### config.mk
export PLATFORM = sky130hd
export DESIGN_NAME = aes_reg_bank
export DESIGN_NICKNAME = d
export VERILOG_FILES = /design/src/rtl/aes_reg_bank.sv
export SDC_FILE = /design/constraint.sdc
export NUM_CORES = 1
export LEC_CHECK = 0
export ABC_CLOCK_PERIOD_IN_PS = 3950
export BUFFER_PORTS_ARGS = -buffer_cell sky130_fd_sc_hd__buf_2
export CAP_MARGIN = 30
export CORE_ASPECT_RATIO = 0.9
export CORE_MARGIN = 4
export CORE_UTILIZATION = 45
export CTS_CLUSTER_DIAMETER = 30
export DETAILED_ROUTE_END_ITERATION = 10
export GPL_TIMING_DRIVEN = 1
export PLACE_DENSITY = 0.79
export SKIP_CTS_REPAIR_TIMING = 1
export SLEW_MARGIN = 20
export SYNTH_ARGS = -nofsm -noshare
export SYNTH_HDL_FRONTEND = slang
export SYNTH_SLANG_ARGS = --single-unit
### constraint.sdc
create_clock -name clk -period 3.95 [get_ports clk]
set_clock_uncertainty 0.2 [all_clocks]
set_input_delay 0.1975 -clock clk [delete_from_list [all_inputs] [get_ports clk]]
set_output_delay 0.1975 -clock clk [all_outputs]
set_load 0.02 [all_outputs]
### src/rtl/aes_reg_bank.sv
// rtl/aes_reg_bank.sv - AES working registers r0..r3 with busC write-back and word-serial host load
// Host words gather in a shadow buffer and are committed to the target register in one edge.
module aes_reg_bank #(
    parameter int WORD_W = 32,
    parameter int DATA_W = 128,
    parameter int R3_W   = 64
) (
    input  logic              clk,
    input  logic              rst,
    input  logic              host_wr_valid,
    output logic              host_wr_ready,
    input  logic [1:0]        host_wr_sel,
    input  logic [WORD_W-1:0] host_wr_data,
    input  logic              host_wr_abort,
    output logic              load_done,
    input  logic [DATA_W-1:0] busC,
    input  logic [1:0]        SEL_busC,
    input  logic              WE_busC,
    output logic [DATA_W-1:0] r0,
    output logic [DATA_W-1:0] r1,
    output logic [DATA_W-1:0] r2,
    output logic [R3_W-1:0]   r3
);

    localparam int OFS_W = $clog2(DATA_W);

    typedef enum logic [1:0] {
        ST_IDLE,
        ST_LOAD,
        ST_COMMIT
    } state_t;

    state_t            state;
    state_t            state_nxt;
    logic [1:0]        tgt;
    logic [1:0]        count;
    logic [DATA_W-1:0] shadow;

    logic              accept;
    logic              last_word;
    logic              commit;
    logic [1:0]        word_tgt;
    logic [1:0]        word_idx;
    logic [OFS_W-1:0]  word_lo;

    always_comb begin
        state_nxt     = state;
        host_wr_ready = 1'b0;
        commit        = 1'b0;
        accept        = 1'b0;
        // In IDLE the incoming word is word 0 of a load aimed at host_wr_sel
        word_tgt  = (state == ST_IDLE) ? host_wr_sel : tgt;
        word_idx  = (state == ST_IDLE) ? 2'd0 : count;
        last_word = (word_tgt == 2'd3) ? (word_idx == 2'd1) : (word_idx == 2'd3);
        word_lo   = ((word_tgt == 2'd3) ? OFS_W'(R3_W - WORD_W) : OFS_W'(DATA_W - WORD_W))
                    - OFS_W'(int'(word_idx) * WORD_W);

        case (state)
            ST_IDLE: begin
                // Holding off during the done pulse keeps it clear of the next load's first word
                host_wr_ready = !host_wr_abort && !load_done;
                accept        = host_wr_valid && host_wr_ready;
                if (accept) begin
                    state_nxt = ST_LOAD;
                end
            end
            ST_LOAD: begin
                if (host_wr_abort) begin
                    state_nxt = ST_IDLE;
                end else begin
                    host_wr_ready = 1'b1;
                    accept        = host_wr_valid;
                    if (accept && last_word) begin
                        state_nxt = ST_COMMIT;
                    end
                end
            end
            ST_COMMIT: begin
                // A write-back to the same register wins; the commit retries next cycle
                commit = !(WE_busC && (SEL_busC == tgt));
                if (commit) begin
                    state_nxt = ST_IDLE;
                end
            end
            default: begin
                state_nxt = ST_IDLE;
            end
        endcase
    end

    always_ff @(posedge clk) begin
        if (rst) begin
            state     <= ST_IDLE;
            tgt       <= 2'd0;
            count     <= 2'd0;
            shadow    <= '0;
            load_done <= 1'b0;
            r0        <= '0;
            r1        <= '0;
            r2        <= '0;
            r3        <= '0;
        end else begin
            state     <= state_nxt;
            load_done <= commit;

            if (accept) begin
                if (state == ST_IDLE) begin
                    tgt    <= host_wr_sel;
                    count  <= 2'd1;
                    shadow <= '0;
                end else if (!last_word) begin
                    count <= count + 2'd1;
                end
                shadow[word_lo +: WORD_W] <= host_wr_data;
            end

            if (state == ST_LOAD && host_wr_abort) begin
                count <= 2'd0;
            end

            if (commit) begin
                count <= 2'd0;
                case (tgt)
                    2'd0:    r0 <= shadow;
                    2'd1:    r1 <= shadow;
                    2'd2:    r2 <= shadow;
                    default: r3 <= shadow[R3_W-1:0];
                endcase
            end

            if (WE_busC) begin
                case (SEL_busC)
                    2'd0:    r0 <= busC;
                    2'd1:    r1 <= busC;
                    2'd2:    r2 <= busC;
                    default: r3 <= busC[R3_W-1:0];
                endcase
            end
        end
    end

endmodule

==> metrics.txt <==
# TYPE chip_impl_metric gauge
chip_impl_info{name="status",value="finished clean"} 1
chip_impl_metric{name="synth_area",unit="sq mm"} 0.02373
chip_impl_info{name="clock_tree.root_cell",value="clkbuf_16"} 1
chip_impl_metric{name="synth.net_count",unit=""} 2958
chip_impl_metric{name="tritoncts_num_sinks",unit=""} 583
chip_impl_metric{name="worstMarginPinSlew",unit="ps"} 1001
chip_impl_metric{name="pwr_density_cell",unit="mW/mm^2"} 551.7
chip_impl_metric{name="buffer_levels_on_the_longest_clock_path",unit=""} 3
chip_impl_metric{name="place.gp.congestion",unit=""} 0.8776
chip_impl_metric{name="worstSkewPairLatency",unit="ps"} 670
chip_impl_metric{name="final_core_utilization",unit="%"} 63.84
chip_impl_metric{name="drt-vias-per-instance",unit=""} 5.976
chip_impl_metric{name="initial_utilization",unit="%"} 45.72
chip_impl_metric{name="critPathArrivalTime",unit="ps"} 3300
chip_impl_metric{name="combinationalPowerShare",unit="%"} 8.9
chip_impl_metric{name="std_cell_rows",unit=""} 79
chip_impl_metric{name="slew_viol_final",unit=""} 0
chip_impl_metric{name="drt-wirelength-per-cell",unit="um"} 23.15
chip_impl_metric{name="setup_tns",unit="ps"} 0
chip_impl_metric{name="final_net_count",unit=""} 3637
chip_impl_metric{name="avgSynthCellArea",unit="sq um"} 8.513
chip_impl_metric{name="routed_wirelength",unit="mm"} 98.70
chip_impl_info{name="grt_setup_unrepaired",value="false"} 1
chip_impl_metric{name="critPathMaxFanout",unit=""} 32
chip_impl_metric{name="power.switching",unit="uW"} 4855
chip_impl_metric{name="synth-edff-count",unit=""} 0
chip_impl_metric{name="floorplan.die.height",unit="um"} 225.8
chip_impl_metric{name="slew_headroom",unit="%"} 33.25
chip_impl_metric{name="p_sw_share",unit="%"} 26.57
chip_impl_metric{name="post-place-ws",unit="ps"} 1087
chip_impl_metric{name="die-width",unit="um"} 250.0
chip_impl_metric{name="synth_seq_cells",unit=""} 583
chip_impl_metric{name="drt_first_iter_violations",unit=""} 2349
chip_impl_metric{name="largest_net_degree_at_the_start_of_global_routing",unit=""} 147
chip_impl_info{name="setup.worst_path.end_class",value="flip-flop"} 1
chip_impl_metric{name="finalSetupViolCount",unit=""} 0
chip_impl_metric{name="area_growth",unit="%"} 39.62
chip_impl_metric{name="timing.final.crit_period",unit="ps"} 2898
chip_impl_metric{name="coreArea",unit="sq mm"} 0.05189
chip_impl_metric{name="max_freq",unit="GHz"} 0.3450
chip_impl_metric{name="layout-drive-gt1-share",unit="%"} 25.10
chip_impl_metric{name="synth_seq_area_share",unit="%"} 49.19
chip_impl_metric{name="ctsHtreeMaxLevel",unit=""} 3
chip_impl_metric{name="post-route-period-util",unit="%"} 73.38
chip_impl_metric{name="worst_r2r_path_depth",unit=""} 10
chip_impl_info{name="cts_tree",value="built"} 1
chip_impl_metric{name="grt_remaining_overflow",unit=""} 0
chip_impl_metric{name="detailroute.via_count",unit=""} 25470
chip_impl_metric{name="layout_setup_ws",unit="ps"} 1052
chip_impl_metric{name="numPortBuffers",unit=""} 618
chip_impl_metric{name="timing.critical_path.required",unit="ps"} 4350
chip_impl_metric{name="drv_cap",unit=""} 0
chip_impl_metric{name="clock_power_share",unit="%"} 56.6
chip_impl_metric{name="grt_pass1_vias",unit=""} 22740
chip_impl_metric{name="io_pins",unit=""} 619
chip_impl_metric{name="grt_pass1_wl",unit="mm"} 140.6
chip_impl_metric{name="async_flop_share",unit="%"} 0
chip_impl_metric{name="p_int",unit="uW"} 13420
chip_impl_info{name="crit_type",value="reg -> reg"} 1
chip_impl_metric{name="final_instance_area",unit="sq mm"} 0.03313
chip_impl_metric{name="drc",unit=""} 0
chip_impl_metric{name="place_area",unit="sq mm"} 0.02721
chip_impl_metric{name="globalRouteTotalUtil",unit="%"} 31.76
chip_impl_metric{name="worst_hold_path.num_cells",unit=""} 4
chip_impl_info{name="holdCritPathClass",value="in -> reg"} 1
chip_impl_metric{name="design.die.area",unit="sq mm"} 0.05647
chip_impl_info{name="crit_path_start_kind",value="flip-flop"} 1
chip_impl_metric{name="yosys_warnings",unit=""} 0
chip_impl_metric{name="report.final.hold_viol_count",unit=""} 0
chip_impl_metric{name="ys_types",unit=""} 42
chip_impl_info{name="ys_dominant_reg_cell",value="dfxtp_1"} 1
chip_impl_metric{name="static-leakage-power",unit="uW"} 0.01338
chip_impl_metric{name="synth_cells",unit=""} 2787
chip_impl_metric{name="clock_transition_time_at_the_flip_flop_clock_pins_of_the_worst_setup_and_hold_paths",unit="ps"} 50
chip_impl_metric{name="power.sequential.fraction",unit="%"} 34.6
chip_impl_metric{name="firstDrtPassIters",unit=""} 6
chip_impl_metric{name="cts_made_buffers",unit=""} 119
chip_impl_metric{name="grt_antenna_before_repair",unit=""} 7
chip_impl_metric{name="ant_nets",unit=""} 0
chip_impl_metric{name="hpwlAfterDp",unit="mm"} 60.06
chip_impl_metric{name="total_chip_power",unit="uW"} 18280
chip_impl_metric{name="power.ir.vdd_worst",unit="uV"} 396.6
==> metal layers <==
layer	vias up	global-route usage, %	routed length, um
met1	12060	41.08	38910
met5	-	0	29
met2	1768	51.20	45740
met4	4	12.24	3959
met3	308	8.544	10050
li1	11340	-	-
==> power groups by stage <==
stage	logic [uW]	registers, uW	clock network (uW)
detailed placement	1450	6420	0
floorplan	519	6680	0
global route	1720	6340	10700
global placement	1430	6420	0
finish	1620	6320	10300
CTS	1460	6310	10400
==> final cells by class <==
type | instances | area [sq um]
diodes | 5 | 12.51
clock buffers | 136 | 3173
clock inverters | 89 | 1032
fillers | 3943 | 18770
inverters | 4 | 15.01
multi-input cells | 1931 | 11030
flip-flops and latches | 583 | 11670
well taps | 688 | 860.8
repair buffers | 827 | 5330
==> cell usage after synthesis (2+ instances only) <==
cell / instances / area share, %
nor3b_1: 2 / 0.063
o21ai_0: 3 / 0.063
a21oi_1: 34 / 0.72
o22ai_1: 2 / 0.053
clkbuf_1: 180 / 2.8
nand2_1: 677 / 11
nand3_1: 37 / 0.78
nor4_2: 2 / 0.11
a22o_1: 96 / 3.5
nand3b_1: 4 / 0.13
dfxtp_1: 583 / 49
buf_1: 22 / 0.35
inv_1: 4 / 0.063
buf_4: 13 / 0.41
nand2b_1: 4 / 0.11
a311oi_1: 321 / 12
nand4_1: 4 / 0.11
nor2_1: 458 / 7.2
nor2b_1: 4 / 0.11
mux2i_1: 130 / 5.5
ha_1: 2 / 0.11
a211oi_1: 128 / 4.0
xnor2_1: 2 / 0.074
nor3_1: 4 / 0.084
buf_2: 54 / 1.1
==> sequential cells by signal (all words and copies together) (netlist names) <==
| name | count |
|---|---|
| r0 | 128 |
| r1 | 128 |
| r2 | 128 |
| shadow | 128 |
| r3 | 64 |
| count | 2 |
| state | 2 |
| tgt | 2 |
| load_done | 1 |
==> cells by family after synthesis <==
logic type / Yosys count / synth area share [%]
AOI/OAI and AO/OA: 591 / 20.53
and+or+nand+nor: 1206 / 19.81
DFF: 583 / 49.19
xor gates and xnor gates: 2 / 0.07384
adders and majority gates: 2 / 0.1055
buffers and inverters: 273 / 4.809
muxes: 130 / 5.484
==> metrics by stage <==
| stage | instances | hold WS (ps) |
|---|---|---|
| 2_1_floorplan | 2787 | 123.0 |
| 3_3_place_gp | 3861 | 265.8 |
| 3_5_place_dp | 3863 | 266.6 |
| 4_1_cts | 4088 | -390.2 |
| 5_1_grt | 4261 | 184.5 |
| 6_report | 4263 | 191.3 |
==> final timing paths <==
kind,start,endpoint,slack [ps]
setup / recovery,tgt[1],shadow[38],1050
hold / removal,busC[15],r1[15],190
setup reg to reg,tgt[1],shadow[38],1050
hold reg to reg,r0[65],r0[65],280
==> placed cells by master, fill, tap and decap left out, drive strengths merged, types with 2 or more instances in the layout <==
cell type / instances
bufinv: 13
diode: 5
buf: 657
nand4: 4
clkbuf: 136
nor3: 5
ha: 2
inv: 27
nand2b: 5
nor3b: 3
mux2i: 130
dlygate4sd3: 170
nor2: 458
o21ai: 4
o22ai: 2
a211oi: 129
clkinv: 30
xnor2: 2
a311oi: 321
nand3b: 4
nor2b: 4
nand2: 677
clkinvlp: 23
a22o: 96
nor4: 2
dfxtp: 583
a21oi: 34
nand3: 37
==> critical path, cell delays in order, from the launching register on <==
cell	delay, ps
dfxtp_1	590
a21bo_2	240
nand2_1	140
o21ai_0	290
inv_1	80
ha_1	260
nor2_1	140
nand2_1	160
a211oi_4	170
buf_4	370
a22o_1	190
(Power assumes the default switching activity.)
